File: src/rtl/pc_sequencer.sv
// Program-counter sequencer: advances the fetch address every wait_cycle+1 cycles,
// with branch redirect, stall, halt/resume and a one-cycle commit strobe.
module pc_sequencer #(
    parameter int unsigned          ADDR_WIDTH   = 16,
    parameter int unsigned          WAIT_WIDTH   = 2,
    parameter logic [ADDR_WIDTH-1:0] RESET_VECTOR = '0,
    parameter int unsigned          INC_STEP     = 1
) (
    input  logic                  clk0,
    input  logic                  reset,
    input  logic [WAIT_WIDTH-1:0] wait_cycle,
    input  logic                  stall,
    input  logic                  branch_valid,
    input  logic [ADDR_WIDTH-1:0] branch_target,
    input  logic                  halt_req,
    input  logic                  resume,
    output logic [ADDR_WIDTH-1:0] address_out,
    output logic                  commit,
    output logic                  branch_pending,
    output logic                  halted
);

    localparam logic [0:0] ST_RUN    = 1'b0;
    localparam logic [0:0] ST_HALTED = 1'b1;

    logic [0:0]            state_q, state_d;
    logic [WAIT_WIDTH-1:0] count_q, count_d;
    logic [ADDR_WIDTH-1:0] addr_d;
    logic [ADDR_WIDTH-1:0] target_q, target_d;
    logic                  commit_d;
    logic                  pending_d;
    logic                  halt_pend_q, halt_pend_d;
    logic                  halted_d;

    // State and output registers
    always_ff @(posedge clk0) begin
        if (reset) begin
            state_q        <= ST_RUN;
            count_q        <= '0;
            address_out    <= RESET_VECTOR;
            target_q       <= '0;
            commit         <= 1'b0;
            branch_pending <= 1'b0;
            halt_pend_q    <= 1'b0;
            halted         <= 1'b0;
        end else begin
            state_q        <= state_d;
            count_q        <= count_d;
            address_out    <= addr_d;
            target_q       <= target_d;
            commit         <= commit_d;
            branch_pending <= pending_d;
            halt_pend_q    <= halt_pend_d;
            halted         <= halted_d;
        end
    end

    // Next-state and next-output logic
    always_comb begin
        state_d     = state_q;
        count_d     = count_q;
        addr_d      = address_out;
        target_d    = target_q;
        commit_d    = 1'b0;
        pending_d   = branch_pending;
        halt_pend_d = halt_pend_q;
        halted_d    = halted;

        // Branch requests are captured in every state; last one wins.
        if (branch_valid) begin
            target_d  = branch_target;
            pending_d = 1'b1;
        end

        case (state_q)
            ST_RUN: begin
                if (stall) begin
                    if (halt_req) halt_pend_d = 1'b1;
                end else if (count_q < wait_cycle) begin
                    count_d = WAIT_WIDTH'(count_q + 1'b1);
                    if (halt_req) halt_pend_d = 1'b1;
                end else begin
                    // Commit point; >= lets a shrunken wait_cycle end the count at once.
                    count_d = '0;
                    if (halt_pend_q || halt_req) begin
                        state_d     = ST_HALTED;
                        halted_d    = 1'b1;
                        halt_pend_d = 1'b0;
                    end else begin
                        if (branch_valid)
                            addr_d = branch_target;
                        else if (branch_pending)
                            addr_d = target_q;
                        else
                            addr_d = ADDR_WIDTH'(address_out + ADDR_WIDTH'(INC_STEP));
                        commit_d  = 1'b1;
                        pending_d = 1'b0;
                    end
                end
            end
            ST_HALTED: begin
                count_d = '0;
                if (resume) begin
                    state_d  = ST_RUN;
                    halted_d = 1'b0;
                end
            end
            default: begin
                state_d  = ST_RUN;
                halted_d = 1'b0;
            end
        endcase
    end

endmodule

File: config.mk
export PLATFORM = sky130hd
export DESIGN_NAME = pc_sequencer
export DESIGN_NICKNAME = d
export VERILOG_FILES = /design/src/rtl/pc_sequencer.sv
export SDC_FILE = /design/constraint.sdc
export NUM_CORES = 1
export LEC_CHECK = 0
export CORE_ASPECT_RATIO = 0.6
export CORE_MARGIN = 5
export CORE_UTILIZATION = 30
export CTS_BUF_LIST = sky130_fd_sc_hd__clkbuf_16
export DETAILED_ROUTE_END_ITERATION = 8
export PLACE_DENSITY = 0.53
export SYNTH_ARGS = -nofsm -noshare
export SYNTH_HDL_FRONTEND = slang
export SYNTH_SLANG_ARGS = --single-unit
export TNS_END_PERCENT = 20
File: constraint.sdc
create_clock -name clk0 -period 2.1 [get_ports clk0]
set_clock_uncertainty 0.2 [all_clocks]
set_input_delay 0.42 -clock clk0 [delete_from_list [all_inputs] [get_ports clk0]]
set_output_delay 0.42 -clock clk0 [all_outputs]
set_load 0.03 [all_outputs]
; Word-level counts from Yosys, hierarchy flattened
; Cells that the tools add are included.
; Widths: inputs -> output; s select.
[word_totals]
in_bits = 24
register_bits = 39
[classes]
addsub = 2
eq_ne = 4
reduce_logical = 6
bitwise = 4
magnitude_cmp = 1
mux = 25
[ops]
columns = cell, n
row1 = $mux 16, 2
row2 = $mux 1, 18
row3 = $add 16x1->16 const B, 1
row4 = $ne 2x2->1 const B, 4
row5 = $reduce_and 4->1, 2
row6 = $mux 2, 2
row7 = $not 1->1, 4
row8 = $pmux 1 s2, 2
row9 = $pmux 2 s2, 1
row10 = $reduce_or 4->1, 1
row11 = $reduce_bool 3->1, 1
row12 = $add 2x1->2 const B, 1
row13 = $lt 2x2->1, 1
row14 = $reduce_and 2->1, 1
row15 = $logic_or 1x1->1, 1

; Logic depth before layout (Yosys ltp)
; Gate-level depths: netlist of the first run.
[depth]
word_depth = 5
ltp_mapped = 8
ltp_nobuf = 6

; Worst setup path before layout of the first run
; OpenSTA, ideal clock, no wires.
[synth_path]
path_type = register -> register
start = reg address_out[0]
end = reg address_out[6]
arrival_time_ns = 1.776
required_time_ns = 1.809
setup_ns = 0.091
setup_slack_ns = 0.033
path_stages_with_launch = 7
cell_sequence = dfxtp_1 > ha_1 > nand4_1 > or2_2 > xnor2_1 > o21ai_0 > a311oi_1
[synth_between]
elab_chain_len = 3
[synth_rtl]
columns = item, line_no
row1 = from (decl), 17  ; output logic [ADDR_WIDTH-1:0] address_out,
row2 = from (signal assigned), 49  ; address_out <= addr_d;
row3 = $add 16x1->16, 95  ; addr_d = ADDR_WIDTH'(address_out + ADDR_WIDTH'(INC_STEP));
row4 = $mux 16, 92  ; else if (branch_pending)
row5 = $mux 16, 90  ; if (branch_valid)
; Every way passes these cells.
; A chain may end at the register's enable or synchronous reset.

; Worst setup path after layout of the first run
[layout_path]
start = reg address_out[7]
end = out address_out[7]
; No word-level cell between the ends.

==> impl_results.md, run 1 <==
- Yosys top cell area share: 0.385
- Crit start category: flop
- Starting Density: 0.306
- Cell count after synthesis: 241
- Critical Path Sink: address_out[7]
- Inserted Clock Buffers: 5
- PD cells: 662 nW/um2
- Top cells by area, synth: dfxtp_1 39%, mux2i_1 7.4%, nor2_1 5.0%
- First-pass GRT wire length: 8780 um
- Row count: 23
- CTS tree: built
- Top FF cell, synth: dfxtp_1
- GRT Util Overall: 0.131
- Clock root buffer master: clkbuf_16
- Clock buffer depth: 2
- DRT Pass-1 Iters: 4
- Fmax achieved: 488 MHz
- Critical Path Max Stage Delay: 710 ps
- ANT nets after route: 0
- Total Power: 1.85 mW
- R2R depth: 5
- Placed cell area: 2630 um2
- Tmin final: 2050 ps
- Critical R2R Launch: address_out[7]$_SDFFE_PP0P_
- Synth cell types: 48
- CP Launch Point: address_out[7]$_SDFFE_PP0P_
- Dpl cells: 372
- Die Y: 73.7 um
- Largest net degree at the start of global routing: 25
- Pins Over Slew Limit: 0
- Via-to-Cell Ratio: 4.85
- Worst-margin pin slew: 507 ps
- Slowest cell on crit path: clkdlybuf4s50_1
- Final nets: 319
- Final non-filler cell total: 381
- Commonest non-fill, non-tap cell in the layout: dfxtp_1
- # Max-Cap Violations: 0
- Net Count, Synth: 267
- Crit-path max FO: 5
- Synthesis-to-finish area growth: 38.0%
- Die area: 8550 um2
- Chip Width: 116 um
- WL per Instance: 14.0 um
- Clk_lat worst skew: 280 ps
- # setup viols final: 0
- Worst path bufs/invs: 1
- Final period util: 0.977
- Hold_buf cts: 0
- Post-Layout Inst Area: 2800 um2
- Max IR drop VDD: 0.000343 V
- Layout cell share with drive strength beyond 1: 0.139
- Worst-path cell chain: clkdlybuf4s50_1
- Post-synth EDFFs: 0
- Yosys reg bits: 39
- Static leakage power: 1.14 nW
- Worst hold path class: reg2reg
- Relative slew slack: 0.661
- WP data arrival: 1430 ps
- Worst r2r dst: address_out[11]$_SDFFE_PP0P_
- Vias in the first global route: 1737
- Placed wire-length estimate: 3920 um
- # DRC: 0
- GRT overflow: 0
- Setup TNS: 0 ps
- Most frequent cells in the layout: 39 x dfxtp_1, 34 x clkdlybuf4s50_1, 27 x nor2_1
- Worst endpoint required time: 1480 ps
- ANT cells: 0
- IO Count: 43
- Core area: 6620 um2
- Area leader, netlist: dfxtp_1
- Crit path max-delay family: buffers and inverters
- Smallest hold slack: 269 ps
- Number of port buffers: 42
- Detailed-route wire length: 5340 um
- Hold Vio Cnt, Final: 0
- Sequential area share after synthesis: 0.385
- Worst R2R Setup Slack: 110 ps
- DRT iter0 DRCs: 70
- Clock transition at the registers of the reported paths: 60 ps
- Worst Setup End Kind: output pin
- CTS sink count: 39
- Cell Area, Synth: 2030 um2
- Status: complete, no violations
- H-tree depth: 2
- YS warnings: 0
- Mean Syn Cell Area: 8.41 um2
- Initial antenna violation count: 0
- RePlAce Congestion: 0.750
- Async S/R FF share, synth: 0
- CP Depth: 1
- Vias: 1847
- Critical path class: reg2out
where the power goes:
group          total (mW)  switching, mW  internal, mW
combinational       0.301          0.152         0.150
clock               0.743          0.309         0.434
sequential          0.806         0.0295         0.777
synthesized netlist by cell type (all sizes together) (2+ instances only):
| master | n |
|---|---|
| nand2b | 11 |
| nand3 | 9 |
| nor4 | 2 |
| xor2 | 6 |
| mux2i | 15 |
| clkbuf | 10 |
| or2 | 2 |
| a22o | 3 |
| a211oi | 5 |
| xnor2 | 2 |
| nand2 | 20 |
| a311oi | 5 |
| a22oi | 2 |
| buf | 5 |
| nand4 | 2 |
| dfxtp | 39 |
| nor3 | 6 |
| a21oi | 20 |
| and4 | 2 |
| o21ai | 18 |
| inv | 10 |
| nor2 | 27 |
| ha | 2 |
timing repair:
action	in CTS	in global routing
resized for setup	2	6
setup endpoints to repair	2	18
setup buffers	1	0
cloned	0	0
pin swaps	3	1
flip-flops by register name, summed over array words and instances (netlist names):
| name | flops |
|---|---|
| address_out | 16 |
| halted | 1 |
| target_q | 16 |
| commit | 1 |
| branch_pending | 1 |
| state_q | 1 |
| count_q | 2 |
| halt_pend_q | 1 |
metal layers:
layer	vias to the layer above	track usage	part of all wire
met2	39	0.187	0.40
met4	0	0.0309	0.0058
met5	-	0	0
met3	4	0.0412	0.068
li1	962	-	-
met1	842	0.192	0.53
worst min path at each step:
stage	cells after the start	startpoint	to	slack (ps)
floorplan	2	target_q[1]$_SDFFE_PP0P_	target_q[1]$_SDFFE_PP0P_	250
global placement	2	halted$_SDFFE_PP0P_	halted$_SDFFE_PP0P_	250
detailed placement	2	halted$_SDFFE_PP0P_	halted$_SDFFE_PP0P_	260
CTS	2	halted$_SDFFE_PP0P_	halted$_SDFFE_PP0P_	270
global route	2	halted$_SDFFE_PP0P_	halted$_SDFFE_PP0P_	270
finish	2	halted$_SDFFE_PP0P_	halted$_SDFFE_PP0P_	270
cells by family (layout without fill, tap and decap cells):
kind of cell,count (synthesis),after routing,synth area share
AOI/OAI and AO/OA,62,62,0.195
xor gates and xnor gates,8,8,0.0346
adders and majority gates,2,2,0.0123
buffers and inverters,26,79,0.0599
DFF,39,39,0.385
muxes,15,15,0.0741
and+or+nand+nor,89,89,0.239
through the flow:
step | util | setup slack [ps]
after detailed placement | 0.397 | -338
after global routing | 0.422 | -3.81
after floorplan | - | 33.2
after global placement | 0.397 | -300
final | 0.422 | 48.9
after CTS | 0.419 | 23.5
cell type report:
type                            instances  area [um2]
Tap cell                               87         109
Timing Repair Buffer                   61         592
Inverter                               10        37.5
Sequential cell                        39         781
Clock buffer                            5         125
Fill cell                             672        3820
Clock inverter                          3        16.3
Multi-Input combinational cell        176        1140
Note: power is estimated with default switching activity, not from simulation.
==> run 2, diff against run 1 <==
--- a/config.mk
+++ b/config.mk
@@ -11,6 +11,7 @@
 export CTS_BUF_LIST = sky130_fd_sc_hd__clkbuf_16
 export DETAILED_ROUTE_END_ITERATION = 8
 export PLACE_DENSITY = 0.53
+export RECOVER_POWER = 50
 export SYNTH_ARGS = -nofsm -noshare
 export SYNTH_HDL_FRONTEND = slang
 export SYNTH_SLANG_ARGS = --single-unit
==> run 2 against run 1 <==
  * Clock-buffer cell count is the same
  * Highest routed layer unchanged
  * Cell count did not move
  * Sequential share of layout area rose by 0.73 points
  * Final area decreased by 2.6%
  * Sequential cell count unchanged
  * Hold slack hardly changed
  * Power is 1.0% lower
  * Routed wire length is 0.17% higher
==> impl_results.md, run 2 (synthesized netlist as in run 1, its figures left out) <==
- Worst Setup End Kind: output pin (unchanged)
- Most frequent cells in the layout: 39 x dfxtp_1, 33 x clkdlybuf4s50_1, 27 x nor2_1 (was 39 x dfxtp_1, 34 x clkdlybuf4s50_1, 27 x nor2_1)
- Core area: 6620 um2 (unchanged)
- Worst-margin pin slew: 597 ps (was 507 ps)
- CTS sink count: 39 (unchanged)
- Internal power: 1.35 mW (was 1.36 mW)
- Power share of the sequential group: 0.440 (was 0.436)
- Worst-path cell chain: clkdlybuf4s50_1 (unchanged)
- # Max-Cap Violations: 0 (unchanged)
- Relative slew slack: 0.602 (was 0.661)
- Crit-path max FO: 6 (was 5)
- IO Count: 43 (unchanged)
- Die area: 8550 um2 (unchanged)
- Inserted Clock Buffers: 5 (unchanged)
- Largest net degree at the start of global routing: 25 (unchanged)
- Tmin final: 2050 ps (about the same)
- Slowest cell on crit path: clkdlybuf4s50_1 (unchanged)
- Initial antenna violation count: 0 (unchanged)
- GRT overflow: 0 (unchanged)
- DRT Pass-1 Iters: 4 (unchanged)
- Worst endpoint required time: 1480 ps (about the same)
- Via-to-Cell Ratio: 4.87 (was 4.85)
- ANT nets after route: 0 (unchanged)
- RePlAce Congestion: 0.750 (unchanged)
- Dpl cells: 372 (unchanged)
- PD cells: 672 nW/um2 (was 662 nW/um2)
- Synthesis-to-finish area growth: 34.4% (was 38.0%)
- Max IR drop VDD: 0.000344 V (was 0.000343 V)
- Clock transition at the registers of the reported paths: 60 ps (about the same)
- Critical path class: reg2out (unchanged)
- Static leakage power: 1.03 nW (was 1.14 nW)
- Final period util: 0.975 (was 0.977)
- Total Power: 1.83 mW (was 1.85 mW)
- Detailed-route wire length: 5350 um (was 5340 um)
- Pins Over Slew Limit: 0 (unchanged)
- Comb pwr share: 0.159 (was 0.163)
- First-pass GRT wire length: 8780 um (unchanged)
- CTS tree: built (unchanged)
- WL per Instance: 14.0 um (about the same)
- Critical Path Max Stage Delay: 710 ps (about the same)
- Clk_lat worst skew: 280 ps (about the same)
- Starting Density: 0.306 (unchanged)
- Worst hold path class: reg2reg (unchanged)
- Fmax achieved: 488 MHz (about the same)
- Clock buffer depth: 2 (unchanged)
- WP data arrival: 1430 ps (about the same)
- Crit path max-delay family: buffers and inverters (unchanged)
- GRT Util Overall: 0.131 (unchanged)
- Layout cell share with drive strength beyond 1: 0.133 (was 0.139)
- Top Registers: address_out (16), target_q (16), count_q (2) (unchanged)
- Row count: 23 (unchanged)
- Final nets: 319 (unchanged)
- Worst R2R Setup Slack: 110 ps (about the same)
- Vias: 1857 (was 1847)
- Hold Vio Cnt, Final: 0 (unchanged)
- Placed wire-length estimate: 3920 um (unchanged)
- Commonest non-fill, non-tap cell in the layout: dfxtp_1 (unchanged)
- Status: complete, no violations (unchanged)
- Clock root buffer master: clkbuf_16 (unchanged)
- Chip Width: 116 um (unchanged)
- ANT cells: 0 (unchanged)
- # DRC: 0 (unchanged)
- Hold_buf cts: 0 (unchanged)
- H-tree depth: 2 (unchanged)
- Vias in the first global route: 1737 (unchanged)
- DRT iter0 DRCs: 64 (was 70)
- Die Y: 73.7 um (unchanged)
- Final non-filler cell total: 381 (unchanged)
- Number of port buffers: 42 (unchanged)
- Clk pwr share: 0.401 (about the same)
- # setup viols final: 0 (unchanged)
- Switching Share: 0.263 (was 0.265)
- Net load switching power: 0.481 mW (was 0.490 mW)
- Worst path bufs/invs: 1 (unchanged)
- Crit start category: flop (unchanged)
run 2: cell types whose count changed in the layout (fill, tap and decap cells not counted):
cell,before,now
clkbuf_2,0,3
buf_4,18,14
buf_12,2,1
dlygate4sd3_1,0,1
clkdlybuf4s50_1,34,33
clkbuf_1,0,7
dlymetal6s2s_1,5,0
run 2: stage by stage:
stage	setup WS (ps)	util	cell area (um2)	hold WS, ps	setup TNS [ps]
2_1_floorplan	33.2	-	2030	250	0
3_3_place_gp	-300	0.397	2630	250	-3460
3_5_place_dp	-338	0.397	2630	256	-4060
4_1_cts	23.5	0.419	2780	266	0
5_1_grt	-4.85	0.412	2730	275	-4.85
6_report	52.4	0.412	2730	269	0
run 2: worst paths after layout:
path / end / cells after the start / startpoint
max: address_out[11] / 1 / address_out[11]$_SDFFE_PP0P_
min: halted$_SDFFE_PP0P_ / 2 / halted$_SDFFE_PP0P_
max reg2reg: address_out[11]$_SDFFE_PP0P_ / 5 / address_out[7]$_SDFFE_PP0P_
min reg2reg: halted$_SDFFE_PP0P_ / 2 / halted$_SDFFE_PP0P_
run 2: final cells by class:
cell class / count / area [um2]
timing repair buffer: 61 / 520
clock buffer: 5 / 125
sequential: 39 / 781
clock inverter: 3 / 16.3
tap: 87 / 109
inverter: 10 / 37.5
fill: 687 / 3890
multi-input combinational: 176 / 1140
run 2: what timing repair did:
| item | 4_1_cts | 5_1_grt |
|---|---|---|
| pin swaps | 3 | 1 |
| setup endpoints to repair | 2 | 18 |
| buffers inserted | 1 | 0 |
| resized for setup | 2 | 6 |
run 2: routing by layer:
metal,GRT usage,wire length (um)
met1,0.192,2840
met2,0.187,2140
met3,0.0412,320
met4,0.0309,44
met5,0,0
run 2: worst min-delay path: cells and delay by family (launching register included):
family | cells | cell delay [ps]
flip-flops | 1 | 310
AND/OR/NAND/NOR | 1 | 50
AO/OA/AOI/OAI | 1 | 60
run 2: power groups by stage:
| stage | Sequential [mW] | Clock [mW] | Combinational (mW) |
|---|---|---|---|
| floorplan | 0.847 | 0 | 0.143 |
| global placement | 0.823 | 0 | 0.295 |
| detailed placement | 0.823 | 0 | 0.297 |
| CTS | 0.807 | 0.755 | 0.301 |
| global route | 0.812 | 0.792 | 0.321 |
| finish | 0.807 | 0.735 | 0.290 |
==> RTL edit: new RTL, config.mk and constraints of run 1 <==
Reset style: asynchronous (`reset`), changed in one clocked block.
--- a/src/rtl/pc_sequencer.sv
+++ b/src/rtl/pc_sequencer.sv
@@ -34,5 +34,5 @@
 
     // State and output registers
-    always_ff @(posedge clk0) begin
+    always_ff @(posedge clk0 or posedge reset) begin
         if (reset) begin
             state_q        <= ST_RUN;
Check against the original RTL: differs if reset is asserted again (counterexample within 4 cycles, from zero or initial values and one cycle with reset high); with reset held inactive, the same outputs for 10 cycles.
==> RTL edit against run 1 <==
- via count up 9.4%
- routed wire length is 18% higher
- maximum frequency shrank 0.22%
- synthesized cell count fell by 5.4%
- sequential cell count stayed put
- synthesized area rose by 4.9%
- first-iteration DRC count increased by 57%
- final area is 11% higher
- worst setup slack worse by 0.0045 ns
- critical endpoint is now address_out[10]
- highest routed layer unchanged
Power is not compared: it rests on default switching activity, and its combinational part moved more than twofold at a synthesized area within 25%.
==> RTL edit: results (changes against run 1) <==
Global route
  • Maximum number of pins on one net before global-route repair: 40 (+60%)
  • Initial antenna violation count: 0 (unchanged)
  • Global-route wire length before repair: 10520 microns (+20%)
  • Total Routing Usage GR: 0.1478 (+0.01649)

Yosys
  • Average cell area after synthesis: 9.324 sq um (+11%)
  • Synth warn: 0 (unchanged)
  • Fraction of registers with async set/reset: 1.000 (+1.000)
  • Syn nets: 254 (-4.9%)
  • Seq/Total Area, Yosys: 0.4591 (+0.07391)
  • Yosys cell types: 52 (+8.3%)
  • Most common library cells after synthesis: dfrtp_1, a21oi_1, nand2_1, inv_1, o21ai_0
  • Largest cells by area after synthesis: dfrtp_1, mux2_2, a21oi_1, o21ai_0, nand2_1

Place
  • Buffers on Ports: 42 (unchanged)
  • Post-Place Cell Area: 2915 sq um (+11%)
  • Placed cells: 382 (+2.7%)
  • DP HPWL: 4662 microns (+19%)
  • RD Place Congestion: 0.8787 (+17%)

Routing
  • Pre-antenna DRT Iters: 4 (unchanged)
  • WL/cell: 16.01 microns (+14%)
  • Via density: 5.156 (+6.4%)
  • Vias: 2021 (+9.4%)
  • First-iteration detailed-routing DRC count: 110 (+57%)

Finish
  • Biggest regs: address_out: 16 flops, target_q: 16 flops, count_q: 2 flops
  • Antenna Cells: 0 (unchanged)
  • Layout cells sized above 1: 0.2426 (+0.1032)
  • FILL cells: 664 (-1.2%)
  • Final net count: 330 (+3.4%)

Worst hold path
  • Worst hold path type: in2async

CTS
  • Clock slew at reported path FFs: 0.06 ns (about the same)
  • H-tree depth reported by CTS: 2 (unchanged)
  • Cts bufs inserted: 5 (unchanged)
  • Clk_lat worst skew: 0.28 ns (about the same)
  • CTS root buf: clkbuf_16
  • CTS max path bufs: 2 (unchanged)

Pwr
  • Worst vdd ir: between 0.0005 and 0.0006 V
  • Pleak: around 1.4 nW

Status
  • Outcome: completed

Timing
  • Final hold viol count: 0 (unchanged)
  • Setup_tns: 0 ns (unchanged)
  • Slew of the pin with the lowest slew margin: 0.3908 ns (-0.1165 ns)

Critical path
  • CP max FO: 5 (unchanged)
  • Crit path DAT: 1.44 ns
[RTL edit: cell types whose count changed after synthesis, sizes merged, moves of 5 or more]
cell    change
a311oi      -5
dfxtp      -39
dfrtp      +39
nand2b     -10
nor2       -16
inv         +6
xor2        -6
mux2i      -11
mux2        +9
[RTL edit: worst max-delay path: stages, from the launching register on]
cell	delay, ns
dfrtp_1	0.35
buf_4	0.14
clkdlybuf4s50_1	0.67
[RTL edit: metal layers]
metal,share of wire,vias up,GRT usage
li1,-,992,-
met1,0.53,985,0.2245
met2,0.41,42,0.2145
met3,0.049,2,0.04054
met4,0.0024,0,0.01926
met5,0,-,0
[RTL edit: final timing paths]
kind / from / to / slack, ns / cells past startpoint
worst min-delay path: reset / target_q[11] / 0.29 / 3
worst min register to register: target_q[8] / target_q[8] / 0.31 / 1
worst max-delay path: address_out[10] / address_out[10] / 0.04 / 2
worst max register to register: halt_pend_q / address_out[12] / 0.06 / 4
max in group asynchronous: reset / address_out[0] / 1.19 / 3
min in group clk0: target_q[8] / target_q[8] / 0.31 / 1
[RTL edit: metrics by stage]
stage	utilization	worst slack [ns]	total power, W	hold slack [ns]
4_1_cts	0.4510	-0.01052	0.003633	0.3027
3_5_place_dp	0.4293	-0.4868	0.002888	0.2957
5_1_grt	0.4587	0.002186	0.003837	0.3143
3_3_place_gp	0.4293	-0.4797	0.002875	0.2878
2_1_floorplan	-	-0.0002304	0.002041	0.2537
6_report	0.4587	0.04441	0.003606	0.2937
[RTL edit: report_power, final]
group	switching, W	internal [W]	leakage (nW)
sequential	0.000214	0.000979	0.465
clock	0.000292	0.000429	0.0762
combinational	0.000904	0.000788	0.861
[RTL edit: area by class of cell]
cell class,count,area [sq um],area share
Multi-Input combinational cell,159,1077,0.3458
Sequential cell,39,979.7,0.3145
Timing Repair Buffer,83,752.0,0.2414
Clock buffer,5,125.1,0.04016
Tap cell,87,108.9,0.03494
Inverter,16,60.06,0.01928
Clock inverter,3,12.51,0.004016
[RTL edit: cell families after synthesis]
logic type      share of synthesized area
compound gates                     0.2290
simple gates                       0.1742
flops                              0.4591
buf+inv                           0.05533
mux                               0.06651
fa+ha+maj                         0.01177
xor+xnor                         0.004121
[RTL edit: what timing repair did]
item | in CTS | in global routing
hold buffers | 0 | 0
pin swaps | 5 | 3
buffers inserted | 2 | 0
setup endpoints to repair | 19 | 15
gates resized for setup | 8 | 18
